==> src/rtl/emern_load_window_ctrl.sv <==
// rtl/emern_load_window_ctrl.sv - blanking-interval load window scheduler for the SPI register frontend
// Optional build macro: EMERN_INT_PULSE_EN (int_out becomes an INT_PULSE_LEN-cycle pulse at window open)
module emern_load_window_ctrl #(
    parameter int FRAME_CNT_W   = 8,
    parameter int INT_PULSE_LEN = 4
) (
    input  logic                   clk,
    input  logic                   rst_n,
    input  logic                   screen_inactive_in,
    input  logic                   cs_in,
    input  logic [1:0]             cfg_div,
    input  logic                   clr_ovr,
    output logic                   en_load_out,
    output logic                   int_out,
    output logic                   overrun_out,
    output logic [3:0]             xfer_cnt_out,
    output logic [FRAME_CNT_W-1:0] frame_cnt_out
);

    typedef enum logic [1:0] {
        SCAN   = 2'd0,
        WINDOW = 2'd1,
        XFER   = 2'd2
    } state_t;

    state_t                 state_q, state_d;
    logic                   cs_meta_q, cs_meta_d;
    logic                   cs_s_q, cs_s_d;
    logic                   cs_dly_q, cs_dly_d;
    logic                   prev_q, prev_d;
    logic [1:0]             div_cnt_q, div_cnt_d;
    logic [FRAME_CNT_W-1:0] frame_cnt_q, frame_cnt_d;
    logic [3:0]             xfer_cnt_q, xfer_cnt_d;
    logic                   overrun_q, overrun_d;
    logic                   int_q, int_d;
`ifdef EMERN_INT_PULSE_EN
    logic [7:0]             pcnt_q, pcnt_d;
`endif

    logic blank_rise;
    logic blank_fall;
    logic cs_fall;
    logic cs_rise;
    logic win_open;

    // Edge detection on the synchronised chip select and on the blanking input
    always_comb begin
        blank_rise = screen_inactive_in & ~prev_q;
        blank_fall = ~screen_inactive_in & prev_q;
        cs_fall    = ~cs_s_q & cs_dly_q;
        cs_rise    = cs_s_q & ~cs_dly_q;
        win_open   = blank_rise & (div_cnt_q == 2'd0);
    end

    // Next-state logic: synchroniser, counters, divider, window FSM, overrun and interrupt
    always_comb begin
        cs_meta_d   = cs_in;
        cs_s_d      = cs_meta_q;
        cs_dly_d    = cs_s_q;
        prev_d      = screen_inactive_in;
        div_cnt_d   = div_cnt_q;
        frame_cnt_d = frame_cnt_q;
        state_d     = state_q;
        xfer_cnt_d  = xfer_cnt_q;
        overrun_d   = overrun_q;
        int_d       = int_q;
`ifdef EMERN_INT_PULSE_EN
        pcnt_d      = pcnt_q;
`endif

        // cfg_div is only looked at when the divider reloads
        if (blank_rise) begin
            frame_cnt_d = frame_cnt_q + 1'b1;
            if (div_cnt_q == 2'd0) begin
                div_cnt_d = cfg_div;
            end else begin
                div_cnt_d = div_cnt_q - 2'd1;
            end
        end

        // A transfer already in flight at window open is ignored until its cs_rise
        // passes harmlessly in WINDOW; only a fresh cs_fall starts a counted transfer.
        case (state_q)
            SCAN: begin
                if (win_open) begin
                    state_d    = WINDOW;
                    xfer_cnt_d = 4'd0;
                end
            end
            WINDOW: begin
                if (blank_fall) begin
                    state_d = SCAN;
                end else if (cs_fall) begin
                    state_d = XFER;
                end
            end
            XFER: begin
                if (cs_rise) begin
                    if (xfer_cnt_q != 4'd15) begin
                        xfer_cnt_d = xfer_cnt_q + 4'd1;
                    end
                end
                if (blank_fall) begin
                    state_d = SCAN;
                    if (!cs_rise) begin
                        overrun_d = 1'b1;
                    end
                end else if (cs_rise) begin
                    state_d = WINDOW;
                end
            end
            default: begin
                state_d = SCAN;
            end
        endcase

        // Clear yields to a simultaneous overrun set
        if (clr_ovr && !(state_q == XFER && blank_fall && !cs_rise)) begin
            overrun_d = 1'b0;
        end

`ifdef EMERN_INT_PULSE_EN
        if (state_q == SCAN && win_open) begin
            int_d  = 1'b1;
            pcnt_d = 8'(INT_PULSE_LEN - 1);
        end else if (int_q) begin
            if (cs_fall || blank_fall || pcnt_q == 8'd0) begin
                int_d = 1'b0;
            end else begin
                pcnt_d = pcnt_q - 8'd1;
            end
        end
`else
        if (state_q == SCAN && win_open) begin
            int_d = 1'b1;
        end else if (int_q && (cs_fall || blank_fall)) begin
            int_d = 1'b0;
        end
`endif
    end

    // State and output registers
    always_ff @(posedge clk or negedge rst_n) begin
        if (!rst_n) begin
            state_q     <= SCAN;
            cs_meta_q   <= 1'b1;
            cs_s_q      <= 1'b1;
            cs_dly_q    <= 1'b1;
            prev_q      <= 1'b0;
            div_cnt_q   <= 2'd0;
            frame_cnt_q <= '0;
            xfer_cnt_q  <= 4'd0;
            overrun_q   <= 1'b0;
            int_q       <= 1'b0;
`ifdef EMERN_INT_PULSE_EN
            pcnt_q      <= 8'd0;
`endif
        end else begin
            state_q     <= state_d;
            cs_meta_q   <= cs_meta_d;
            cs_s_q      <= cs_s_d;
            cs_dly_q    <= cs_dly_d;
            prev_q      <= prev_d;
            div_cnt_q   <= div_cnt_d;
            frame_cnt_q <= frame_cnt_d;
            xfer_cnt_q  <= xfer_cnt_d;
            overrun_q   <= overrun_d;
            int_q       <= int_d;
`ifdef EMERN_INT_PULSE_EN
            pcnt_q      <= pcnt_d;
`endif
        end
    end

    // Load permission is combinational so it drops in the first active-video cycle
    always_comb begin
        en_load_out   = (state_q != SCAN) & screen_inactive_in;
        int_out       = int_q;
        overrun_out   = overrun_q;
        xfer_cnt_out  = xfer_cnt_q;
        frame_cnt_out = frame_cnt_q;
    end

endmodule

==> config.mk <==
export PLATFORM = sky130hd
export DESIGN_NAME = emern_load_window_ctrl
export DESIGN_NICKNAME = d
export VERILOG_FILES = /design/src/rtl/emern_load_window_ctrl.sv
export SDC_FILE = /design/constraint.sdc
export NUM_CORES = 1
export LEC_CHECK = 0
export BUFFER_PORTS_ARGS = -buffer_cell sky130_fd_sc_hd__buf_2
export CORE_MARGIN = 3
export CORE_UTILIZATION = 50
export CTS_CLUSTER_DIAMETER = 50
export CTS_CLUSTER_SIZE = 40
export DETAILED_ROUTE_END_ITERATION = 6
export HOLD_SLACK_MARGIN = 0.08
export PLACE_DENSITY = 0.81
export SYNTH_ARGS = -nofsm -noshare
export SYNTH_HDL_FRONTEND = slang
export SYNTH_SLANG_ARGS = --single-unit
==> constraint.sdc <==
create_clock -name clk -period 1.9 [get_ports clk]
set_input_delay 0.095 -clock clk [delete_from_list [all_inputs] [get_ports clk]]
set_output_delay 0.095 -clock clk [all_outputs]
set_load 0.01 [all_outputs]
==> results.cfg, run 1 <==
[run_status]
status = completed

[timing]
period_needed_ns = 1.380
fmax_mhz = 724.6
max_slew_margin = 0.6850
setup_tns_ns = 0
tightest_slew_ns = 0.4724
rsz0062_at_grt = false
slew_violations = 0
period_share = 0.7264
finalHoldViolations = 0
setup_ws_ns = 0.5198
setup_viol = 0
skew_ns = 0.001797

[synth]
synth_cell_types = 29
synth_nets = 96
synth-main-ff-cell = dfrtp_1
synth_most_common_cell = dfrtp_1
ys_top_cells_by_count = 19 x dfrtp_1, 9 x nand2_1, 6 x nand3_1
synth_top_area_frac = 0.4835
async_reset_ff_frac = 1.000
ys_warn_count = 0
synth-seq-cells = 22
ys_seq_area_frac = 0.5636
synth_area_leaders = dfrtp_1 48%, dfstp_2 8.0%, xor2_1 3.6%
avgSynthCellArea_um2 = 11.30
syn_inst = 87
synth-edff-count = 0
netlist_area_um2 = 983.4
synth_top_cell_by_area = dfrtp_1

[worst_hold_path]
hold_start = cfg_div[0]
min_path_cells = 3
hold_class = in -> reg
hold_end = div_cnt_q[0]$_DFFE_PN0N_

[placement]
portBuffers = 21
dp_slack_ns = 0.5392
gp_congestion = 0.7910
placed_area_um2 = 1120
hpwl_mm = 1.351

[layout]
fin_area_um2 = 1206
drive_above_1_share = 0.2906
fin_util = 0.6765
nFillCells = 146
nets = 127
antennaDiodeCount = 0
area_delta_synth_final_pct = 22.65

[power_and_ir_drop]
p_leak_nw = 0.5667
ir_drop_mv = 0.7614
power_density_nw_per_um2 = 1207

[die]
row_count = 15
start_util = 0.5516
die_area_um2 = 2535
dieHeight_um = 50.35
core_region_area_um2 = 1783
die_w_um = 50.35
io_pins = 22

[global_route]
grt_pass1_wl_mm = 3.222
grt-ovfl-total = 0
antenna_found_initial = 0
grt_use_total = 0.1687
grt_max_degree = 23
first_global_vias = 753

[setup_path]
cp.arrival_ns = 1.61
critPathMaxStageDelay_ns = 0.44
path_buf_inv = 0
cp-start-kind = flip-flop
path_delay_family = simple AND/OR/NAND/NOR gates
endpoint_kind = flip-flop
required_ns = 2.13
critPathMaxFanout = 6
slowest_stage = dfrtp_1
reg2reg_to = xfer_cnt_out[3]$_DFFE_PN0P_
path_class = reg -> reg
rr_worst_depth = 4
worstPathCellList = nor4b_2 -> o21bai_2 -> nor3_2 -> mux2i_1
reg2reg_slack_ns = 0.52
r2r_start = prev_q$_DFF_PN0_

[clocking]
clk_latency_ns = 0.30
cts_setup_buffers = 0
clk_pin_slew_ns = 0.12
cts_max_path_buffers = 2
root_buffer = clkbuf_4
h-tree-depth = 1
cts_tree = done
numCtsBuffers = 3
cts_sinks = 22
cts-resized-gates = 0

[job]
maxCapViolCount = 0

[routing]
ant_nets = 0
vias_per_cell = 5.254
wire_per_inst_um = 13.33
totalWireLength_mm = 1.893
drt_iter0_drc = 14
dr.pass1.iters = 4
remaining_drc_errors = 0
vias = 746
[worst max path at each step]
stage	from	endpoint	depth (start not counted)
2_1_floorplan	prev_q$_DFF_PN0_	xfer_cnt_out[3]$_DFFE_PN0P_	4
3_3_place_gp	prev_q$_DFF_PN0_	xfer_cnt_out[3]$_DFFE_PN0P_	4
3_5_place_dp	prev_q$_DFF_PN0_	xfer_cnt_out[3]$_DFFE_PN0P_	4
4_1_cts	prev_q$_DFF_PN0_	xfer_cnt_out[3]$_DFFE_PN0P_	4
5_1_grt	prev_q$_DFF_PN0_	xfer_cnt_out[3]$_DFFE_PN0P_	4
6_report	prev_q$_DFF_PN0_	xfer_cnt_out[3]$_DFFE_PN0P_	4
[final cells by class]
type                            instances  area, um2  area share
Clock buffer                            4      36.28     0.03008
Inverter                                4      15.01     0.01245
Sequential cell                        22      554.3      0.4595
Tap cell                               25      31.28     0.02593
Timing Repair Buffer                   26      155.1      0.1286
Multi-Input combinational cell         61      414.1      0.3434
[power breakdown]
group | switching, W | total (W) | internal [W]
logic | 0.000234 | 0.000451 | 0.000217
registers | 0.000151 | 0.000750 | 0.000599
clock network | 0.000138 | 0.000255 | 0.000117
[tightest hold or removal path: cells and delay by family]
family	cells	cell delay, ns
compound gates	1	0.06
mux	1	0.12
buf+inv	1	0.07
[cells by family (layout without fill, tap and decap cells)]
logic type                 count (synthesis)  count (layout)  share of synthesized area
adders and majority gates                  2               2                    0.02544
buffers and inverters                      4              34                    0.01526
xor gates and xnor gates                   7               7                    0.06234
muxes                                      3               3                    0.03181
DFF                                       22              22                     0.5636
AOI/OAI and AO/OA                         16              16                     0.1145
and+or+nand+nor                           33              33                     0.1870
[per-layer routing]
metal  routed length (um)  track usage  up-vias
met5                    0            0        -
met4                   21      0.08072        0
met3                   79      0.03264        2
met2                  980       0.2870       21
met1                  813       0.2035      355
li1                     -            -      368
[metrics by stage]
step           std cells  total power [W]  hold slack (ns)
6_report             142         0.001456          0.08614
4_1_cts              142         0.001466          0.08703
5_1_grt              142         0.001567           0.1294
3_3_place_gp         133         0.001179          0.07454
2_1_floorplan         87         0.001015          -0.2006
3_5_place_dp         133         0.001207          0.08181
[placed cells by master (no fill, tap or decap)]
master	instances
a21boi_0	1
a21oi_1	1
buf_2	21
clkbuf_4	3
clkbuf_8	1
dfrtp_1	19
dfstp_2	3
dlygate4sd3_1	5
ha_1	2
inv_1	4
mux2_2	1
mux2i_1	2
nand2_1	9
nand2b_1	3
nand3_1	6
nand3b_1	1
nand4_1	1
nor2_1	4
nor2b_1	4
nor3_1	1
nor3_2	2
nor3b_1	1
nor4b_2	1
o211ai_1	2
o21a_1	1
o21ai_0	5
o21ai_2	1
o21bai_2	1
o31ai_1	2
o32ai_1	1
o41ai_1	1
xnor2_1	3
xor2_1	4
[flip-flops by register name, summed over array words and instances, names as in the netlist]
name / flops
cs_dly_d: 1
cs_dly_q: 1
cs_meta_q: 1
div_cnt_q: 2
frame_cnt_out: 8
int_out: 1
overrun_out: 1
prev_q: 1
state_q: 2
xfer_cnt_out: 4
[timing repair]
| item | in CTS | in global routing |
|---|---|---|
| endpoints found under the setup margin | 0 | 0 |
| hold buffers | 5 | 0 |
| endpoints found under the hold margin | 23 | 0 |
Power figures use the tool's default switching activity.
==> run 2, diff against run 1 <==
CORE_UTILIZATION = 46   (was 50)
PLACE_DENSITY = 0.78   (was 0.81)
clock period = 1.2 ns   (was 1.9 ns; I/O delays follow)
==> run 2 against run 1 <==
Compared with the run above:
- the flow now finishes with violations (negative setup slack)
- die area is 7.6% higher
- final cell count is 15% higher
- worst hold slack better by 0.12 ns
- largest cell class unchanged
- maximum frequency is 3.5% higher
- first-iteration DRC count is 57% lower
- flip-flop and latch count stayed put
- largest power group unchanged
- total power is 83% higher
- final area is 20% higher
- non-clock buffer count is 20 higher
==> results.cfg, run 2 (synthesis gave the netlist of run 1 again) <==
[clocking]
numCtsBuffers = 3
clk_latency_ns = 0.30
cts_tree = done
cts_max_path_buffers = 2
h-tree-depth = 1
root_buffer = clkbuf_4
clk_pin_slew_ns = 0.13
cts_sinks = 22

[setup_path]
worstPathCellList = nor4b_4 -> o21bai_4 -> nor3_2 -> mux2i_1
critPathMaxFanout = 6
reg2reg_slack_ns = -0.13
path_class = reg -> reg
path_buf_inv = 0
cp-start-kind = flip-flop
cp.arrival_ns = 1.57
slowest_stage = dfrtp_1
critPathMaxStageDelay_ns = 0.43
endpoint_kind = flip-flop
path_delay_family = simple AND/OR/NAND/NOR gates
required_ns = 1.44

[die]
start_util = 0.4912
row_count = 16
die_area_um2 = 2729
dieHeight_um = 52.24
core_region_area_um2 = 2002
io_pins = 22
die_w_um = 52.24

[routing]
vias_per_cell = 5.055
vias = 829
ant_nets = 0
remaining_drc_errors = 0
dr.pass1.iters = 2
totalWireLength_mm = 2.175
drt_iter0_drc = 6
wire_per_inst_um = 13.26

[layout]
final_common_cell = buf_2
mostFrequentLayoutCells = 21 x buf_2, 17 x dfrtp_1, 16 x buf_4, 8 x nand2_1
fin_util = 0.7200
antennaDiodeCount = 0
area_delta_synth_final_pct = 46.56
drive_above_1_share = 0.4672
fin_cells = 164
largest_reg_flops = 8
nets = 147

[power_and_ir_drop]
p_leak_nw = 0.6930
ir_drop_mv = 1.572
power_density_nw_per_um2 = 1844

[job]
maxCapViolCount = 0

[timing]
period_share = 1.111
max_slew_margin = 0.6699
holdWs_ns = 0.2035
setup_viol = 9
rsz0062_at_grt = true
skew_ns = 0.008922
period_needed_ns = 1.333
finalHoldViolations = 0
setup_ws_ns = -0.1334
slew_violations = 0
tightest_slew_ns = 0.4952
fmax_mhz = 750.0

[global_route]
grt_pass1_wl_mm = 3.581
grt-ovfl-total = 0
antenna_found_initial = 0
grt_max_degree = 23
first_global_vias = 858
grt_use_total = 0.1769

[placement]
portBuffers = 21
hpwl_mm = 1.544
dpl.cell_count = 148
gp_congestion = 0.7867

[run_status]
status = finished, violations left
violations = negative setup slack

[worst_hold_path]
hold_class = in -> reg
[run 2: final timing paths]
kind                                          startpoint                      endpoint  cells after the start
worst max register to register  div_cnt_q[1]$_DFFE_PN0N_   xfer_cnt_out[3]$_DFFE_PN0P_                      4
min in group asynchronous                          rst_n   xfer_cnt_out[1]$_DFFE_PN0P_                      2
max in group asynchronous                          rst_n           cs_meta_q$_DFF_PN1_                      2
worst min register to register       cs_meta_q$_DFF_PN1_            cs_dly_d$_DFF_PN1_                      0
worst max-delay path            div_cnt_q[1]$_DFFE_PN0N_   xfer_cnt_out[3]$_DFFE_PN0P_                      4
worst min-delay path                  screen_inactive_in  frame_cnt_out[2]$_DFFE_PN0N_                      4
[run 2: final cells by class]
cell class,count,area [um2]
inverters,4,15.01
clock buffers,4,36.28
fillers,162,560.5
well taps,27,33.78
multi-input cells,61,480.5
repair buffers,46,319.1
flip-flops and latches,22,556.8
[run 2: report_power, final]
group | switching, W | total [W] | internal [W]
clock | 0.000221 | 0.000406 | 0.000185
combinational | 0.000506 | 0.00108 | 0.000578
sequential | 0.000217 | 0.00117 | 0.000950
[run 2: routing by layer]
| layer | vias up | routed length (um) | track usage |
|---|---|---|---|
| met1 | 403 | 900 | 0.2110 |
| li1 | 406 | - | - |
| met2 | 16 | 1186 | 0.3138 |
| met5 | - | 0 | 0 |
| met4 | 0 | 26 | 0.07660 |
| met3 | 4 | 61 | 0.02564 |
[run 2: metrics by stage]
step | total power [W] | cell area (um2) | worst slack, ns | setup TNS, ns
6_report | 0.002658 | 1441 | -0.1334 | -0.5576
5_1_grt | 0.002852 | 1441 | -0.2651 | -1.612
4_1_cts | 0.002533 | 1353 | -0.1489 | -0.6891
3_5_place_dp | 0.002053 | 1222 | -0.1144 | -0.5140
3_3_place_gp | 0.001994 | 1222 | -0.07050 | -0.2261
2_1_floorplan | 0.001611 | 985.9 | -0.04413 | -0.04413
[run 2: worst reg2reg max path: stages (launching register included)]
cell and delay [ns]:
dfrtp_1 0.43, nor4b_4 0.33, o21bai_4 0.11, nor3_2 0.21, mux2i_1 0.19
[run 2: what timing repair did]
action / in CTS / in global routing
gates resized for setup: 6 / 15
hold endpoints to repair: 27 / 0
hold buffers: 6 / 0
endpoints found under the setup margin: 13 / 14
pin swaps: 6 / 6
setup buffers: 1 / 5
